$ cat config.mk
export PLATFORM = sky130hd
export DESIGN_NAME = imem_loader
export DESIGN_NICKNAME = d
export VERILOG_FILES = /design/src/rtl/imem_loader_pkg.sv /design/src/rtl/imem_loader.sv
export SDC_FILE = /design/constraint.sdc
export NUM_CORES = 1
export LEC_CHECK = 0
export CAP_MARGIN = 20
export CELL_PAD_IN_SITES_DETAIL_PLACEMENT = 1
export CELL_PAD_IN_SITES_GLOBAL_PLACEMENT = 2
export CORE_ASPECT_RATIO = 0.6
export CORE_UTILIZATION = 30
export DETAILED_ROUTE_END_ITERATION = 10
export PLACE_DENSITY_LB_ADDON = 0.1
export SLEW_MARGIN = 20
export SYNTH_ARGS = -nofsm -noshare
export SYNTH_HDL_FRONTEND = slang
export SYNTH_SLANG_ARGS = --single-unit
$ cat constraint.sdc
create_clock -name clock -period 1.8 [get_ports clock]
set_clock_uncertainty 0.1 [all_clocks]
set_input_delay 0.27 -clock clock [delete_from_list [all_inputs] [get_ports clock]]
set_output_delay 0.27 -clock clock [all_outputs]
set_load 0.02 [all_outputs]
$ cat src/rtl/imem_loader_pkg.sv
// Shared types and constants for the instruction-memory loader.
package imem_loader_pkg;

  typedef enum logic [2:0] {
    IDLE,
    LEN,
    DATA,
    CSUM,
    FIN
  } state_t;

  localparam int IMEM_DEPTH          = 256;
  localparam bit LEN_ZERO_MEANS_FULL = 1'b1;

endpackage

$ cat src/rtl/imem_loader.sv
// Loads a framed image (length, payload, checksum) from a byte stream into instruction memory.
// Latency: payload byte accepted at edge k is written during cycle k+1; status updates on checksum accept.
// Backpressure: rx_ready is a pure state decode (LEN/DATA/CSUM); the source holds bytes otherwise.
module imem_loader
  import imem_loader_pkg::*;
(
  input  logic       clock,
  input  logic       reset_n,
  input  logic       start,
  input  logic [7:0] rx_data,
  input  logic       rx_valid,
  output logic       rx_ready,
  output logic [7:0] mem_addr,
  output logic [7:0] mem_w_data,
  output logic       mem_w_en,
  output logic       busy,
  output logic       done,
  output logic       error,
  output logic       cpu_hold
);

  state_t     state_q;
  state_t     state_d;
  logic [8:0] remaining_q;
  logic [7:0] next_addr_q;
  logic [7:0] sum_q;
  logic       accept;

  assign accept = rx_valid & rx_ready;
  assign busy   = (state_q != IDLE);

  always_ff @(posedge clock or negedge reset_n) begin
    if (!reset_n) begin
      state_q <= IDLE;
    end else begin
      state_q <= state_d;
    end
  end

  always_comb begin
    state_d  = state_q;
    rx_ready = 1'b0;
    case (state_q)
      IDLE: begin
        if (start) state_d = LEN;
      end
      LEN: begin
        rx_ready = 1'b1;
        if (rx_valid) state_d = DATA;
      end
      DATA: begin
        rx_ready = 1'b1;
        if (rx_valid && (remaining_q == 9'd1)) state_d = CSUM;
      end
      CSUM: begin
        rx_ready = 1'b1;
        if (rx_valid) state_d = FIN;
      end
      FIN:     state_d = IDLE;
      default: state_d = IDLE;
    endcase
  end

  // mem_addr is only updated on a write, so it holds the last written address between writes.
  always_ff @(posedge clock or negedge reset_n) begin
    if (!reset_n) begin
      remaining_q <= 9'd0;
      next_addr_q <= 8'd0;
      sum_q       <= 8'd0;
      mem_addr    <= 8'd0;
      mem_w_data  <= 8'd0;
      mem_w_en    <= 1'b0;
      done        <= 1'b0;
      error       <= 1'b0;
      cpu_hold    <= 1'b1;
    end else begin
      mem_w_en <= 1'b0;
      case (state_q)
        IDLE: begin
          if (start) begin
            next_addr_q <= 8'd0;
            sum_q       <= 8'd0;
            done        <= 1'b0;
            error       <= 1'b0;
            cpu_hold    <= 1'b1;
          end
        end
        LEN: begin
          if (accept) begin
            if (LEN_ZERO_MEANS_FULL && (rx_data == 8'd0))
              remaining_q <= 9'(IMEM_DEPTH);
            else
              remaining_q <= {1'b0, rx_data};
          end
        end
        DATA: begin
          if (accept) begin
            mem_addr    <= next_addr_q;
            mem_w_data  <= rx_data;
            mem_w_en    <= 1'b1;
            next_addr_q <= next_addr_q + 8'd1;
            sum_q       <= sum_q + rx_data;
            remaining_q <= remaining_q - 9'd1;
          end
        end
        CSUM: begin
          if (accept) begin
            if (rx_data == sum_q) begin
              done     <= 1'b1;
              cpu_hold <= 1'b0;
            end else begin
              error    <= 1'b1;
            end
          end
        end
        default: ;
      endcase
    end
  end

endmodule

==> impl_metrics.py <==
metrics = {
    "yosys": {
        "synthTopCellsByArea": "dfrtp_1, nand2_1, ha_1, o21ai_0, nor2_1",
        "yosys_warnings": 0,
        "yosys.area.top_type_share_pct": 46.93,
        "synth.distinct_cells": 44,
        "ys_seq_area_share_pct": 47.98,
        "syn-cell-area_mm2": 0.002506,
        "post_synth_inst_count": 276,
        "synth_seq_cells": 48,
        "synth_top_cell_by_area": "dfrtp_1",
        "ys.flop_type": "dfrtp_1",
        "synth.avg_cell_area_um2": 9.080,
        "synth_nets": 299,
        "async_flop_share_pct": 100.0,
        "synth_edf_count": 0,
    },
    "critical_path": {
        "crit_start": "sum_q[0]",
        "critPathArrivalTime_ns": 2.02,
        "r2r_end": "sum_q[6]",
        "worst_setup_path_endpoint": "sum_q[6]",
        "r2r_slack_ns": -0.13,
        "r2r_cells": 7,
        "critPathRequiredTime_ns": 1.89,
        "crit_path_end_kind": "flip-flop",
        "cp-start-kind": "flip-flop",
        "rr_startpoint": "sum_q[0]",
        "path_class": "reg -> reg",
        "cp_max_fo": 2,
    },
    "drt": {
        "wl_per_cell_um": 15.90,
        "ant_nets": 0,
        "drt_drc_violations_left": 0,
        "routed_wl_um": 7251,
        "via_per_inst": 4.853,
        "drtPass1Iterations": 4,
        "via_count": 2213,
        "dr.first_iter.drc_count": 98,
    },
    "floorplanning": {
        "rows": 25,
        "initial_core_util_pct": 31.42,
        "die_area_mm2": 0.008736,
        "die_x_um": 120.0,
        "io_pins": 34,
        "core_mm2": 0.007976,
        "die_y_um": 72.80,
    },
    "timing": {
        "hold_violations": 0,
        "finalMaxSlewViolations": 0,
        "finalCriticalPeriod_ns": 1.932,
        "rsz0062_at_grt": "yes",
        "setup_viol_count_final": 3,
        "fmax_mhz": 517.7,
        "timing.hold.ws_ns": 0.3312,
        "finalCritPeriodShare_pct": 107.3,
        "setup_slack_ns": -0.1316,
        "max_slew_margin_pct": 71.51,
        "worstMarginPinSlew_ns": 0.4234,
    },
    "clocking": {
        "clk_pin_slew_ns": 0.07,
        "numCtsBuffers": 5,
        "cts.sinks": 48,
        "insertion_delay_ns": 0.29,
        "cts-root-buf": "clkbuf_16",
        "clockBufferDepth": 2,
        "htree_levels": 2,
        "cts_tree": "done",
    },
    "global_route": {
        "grt_max_degree": 49,
        "grt_util_met3_pct": 4.375,
        "grt_overflow": 0,
        "antenna_found_initial": 0,
        "grt_util_met2_pct": 28.22,
        "grt_pass1_vias": 2326,
        "grt_pass1_wl_um": 12160,
        "grt.met1_usage_pct": 26.51,
        "busiest_layer": "met2",
        "grt_use_total_pct": 18.48,
    },
    "power": {
        "p_int_uw": 3623,
        "p_sw_share_pct": 38.91,
        "clkPwrFrac_pct": 19.0,
        "fin_total_pwr_uw": 5931,
        "pwr-share-seq_pct": 31.3,
        "power_frac_comb_pct": 49.7,
        "p_leak_uw": 0.001718,
        "peakVddDrop_mv": 0.5859,
        "power.density_mw_per_mm2": 1615,
        "switchingPower_uw": 2308,
    },
    "placement": {
        "hpwl_um": 5155,
        "portBuffers": 33,
        "pre_cts_ws_ns": -0.5445,
        "gp_congestion": 0.7750,
    },
    "final_layout": {
        "syn_to_final_growth_pct": 46.53,
        "fin_nets": 370,
        "diodes": 0,
        "drive_above_1_share_pct": 25.57,
        "seq_area_mm2": 0.001207,
        "fillers": 918,
        "multi_input_area_mm2": 0.001399,
    },
    "job": {
        "maxCapViolCount": 0,
    },
    "outcome": {
        "violations": "setup timing",
        "status": "finished with violations",
    },
    "min_path": {
        "hold_path.class": "in -> reg",
    },
}
## cell usage after synthesis, types with 2 or more instances
| master | number |
|---|---|
| and3_1 | 2 |
| buf_6 | 2 |
| buf_2 | 5 |
| a21o_1 | 3 |
| o2bb2ai_1 | 2 |
| a22oi_1 | 2 |
| o31ai_1 | 2 |
| nand3_1 | 8 |
| nor2_1 | 23 |
| clkbuf_1 | 5 |
| xnor2_1 | 5 |
| nor4_1 | 8 |
| xor2_1 | 7 |
| o21bai_1 | 2 |
| dfrtp_1 | 47 |
| or3_1 | 4 |
| o21ai_0 | 18 |
| nand2_1 | 70 |
| nor3_1 | 3 |
| a21oi_1 | 15 |
| mux2i_1 | 3 |
| o21ai_1 | 2 |
| nand2b_1 | 3 |
| ha_1 | 10 |
| nor3b_1 | 2 |
| inv_1 | 5 |
## cell usage in the layout, fill, tap and decap left out, types with 3 or more instances in the layout
master            n
mux2i_1           3
nand3_1           8
or3_1             3
xor2_1            7
a21oi_2           3
dlygate4sd2_1     4
inv_1             5
a21oi_1          11
nor4_1            4
nand2_1          70
ha_4              6
buf_4            37
dfrtp_1          43
a21o_1            3
nand2b_1          3
o21ai_1           5
o21ai_0          14
nor2_1           23
dfrtp_2           4
xnor2_1           4
buf_12            6
clkbuf_16         5
clkdlybuf4s50_1  25
## metal layers
layer  share of wire (%)  vias up
met5                   0        -
met4                0.68        0
met3                 4.4        5
met2                  42       41
met1                  53     1078
li1                    -     1089
## kinds of logic (layout without fill, tap and decap cells)
logic type                 Yosys count  count (layout)  synth area share, %
and+or+nand+nor                    132             132                24.81
AOI/OAI and AO/OA                   51              51                12.13
DFF                                 48              48                47.98
buffers and inverters               19              91                3.894
xor gates and xnor gates            12              12                4.194
adders and majority gates           11              11                5.791
muxes                                3               3                1.198
## layout make-up
class,instances,area share (%)
Clock inverter,2,1.056
Multi-Input combinational cell,209,38.09
Timing Repair Buffer,77,19.83
Clock buffer,6,3.782
Tap cell,108,3.680
Inverter,6,0.6814
Sequential cell,48,32.88
## worst min path at each step
stage | from | to | slack (ns) | cells past startpoint
final | rx_data[3] | mem_w_data[3] | 0.33 | 4
after global routing | rx_data[3] | mem_w_data[3] | 0.37 | 4
after CTS | rx_data[0] | mem_w_data[0] | 0.38 | 4
after detailed placement | reset_n | sum_q[3] | 0.19 | 2
after global placement | reset_n | sum_q[4] | 0.18 | 2
after floorplan | reset_n | done | -0.13 | 0
## critical path, stage by stage, from the launching register on
cell and delay (ns):
dfrtp_1 0.43, ha_4 0.18, fa_2 0.33, a21o_1 0.19
a21o_1 0.17, a21oi_2 0.15, mux2i_1 0.20, nand2_1 0.06
## sequential cells by signal, indices dropped and copies added, names as in the netlist
name,flops
cpu_hold,1
sum_q,8
remaining_q,9
error,1
state_q,3
mem_w_data,8
mem_w_en,1
mem_addr,8
done,1
next_addr_q,8
## power groups by stage
| stage | clock network, µW | registers (µW) | logic, µW |
|---|---|---|---|
| 6_report | 1130 | 1860 | 2950 |
| 5_1_grt | 1210 | 1920 | 3280 |
| 4_1_cts | 1160 | 1800 | 2820 |
| 3_5_place_dp | 0 | 1790 | 2740 |
| 3_3_place_gp | 0 | 1790 | 2700 |
| 2_1_floorplan | 0 | 1860 | 1410 |
## per-stage QoR
step | std cells | cell area (µm²) | util, % | TNS (ns)
final | 456 | 3672 | 46.04 | -0.1692
after global routing | 456 | 3672 | 46.04 | -0.5681
after CTS | 455 | 3528 | 44.24 | -0.2113
after detailed placement | 445 | 3284 | 41.18 | -5.003
after global placement | 445 | 3284 | 41.18 | -4.306
after floorplan | 276 | 2515 | - | -0.002462
## timing repair
item | in CTS | in global routing
endpoints found under the setup margin | 10 | 17
endpoints found under the hold margin | 47 | 0
pin swaps | 5 | 6
hold buffers | 1 | 0
buffers inserted | 1 | 1
gates resized for setup | 20 | 27
Note: power is estimated with default switching activity, not from simulation.
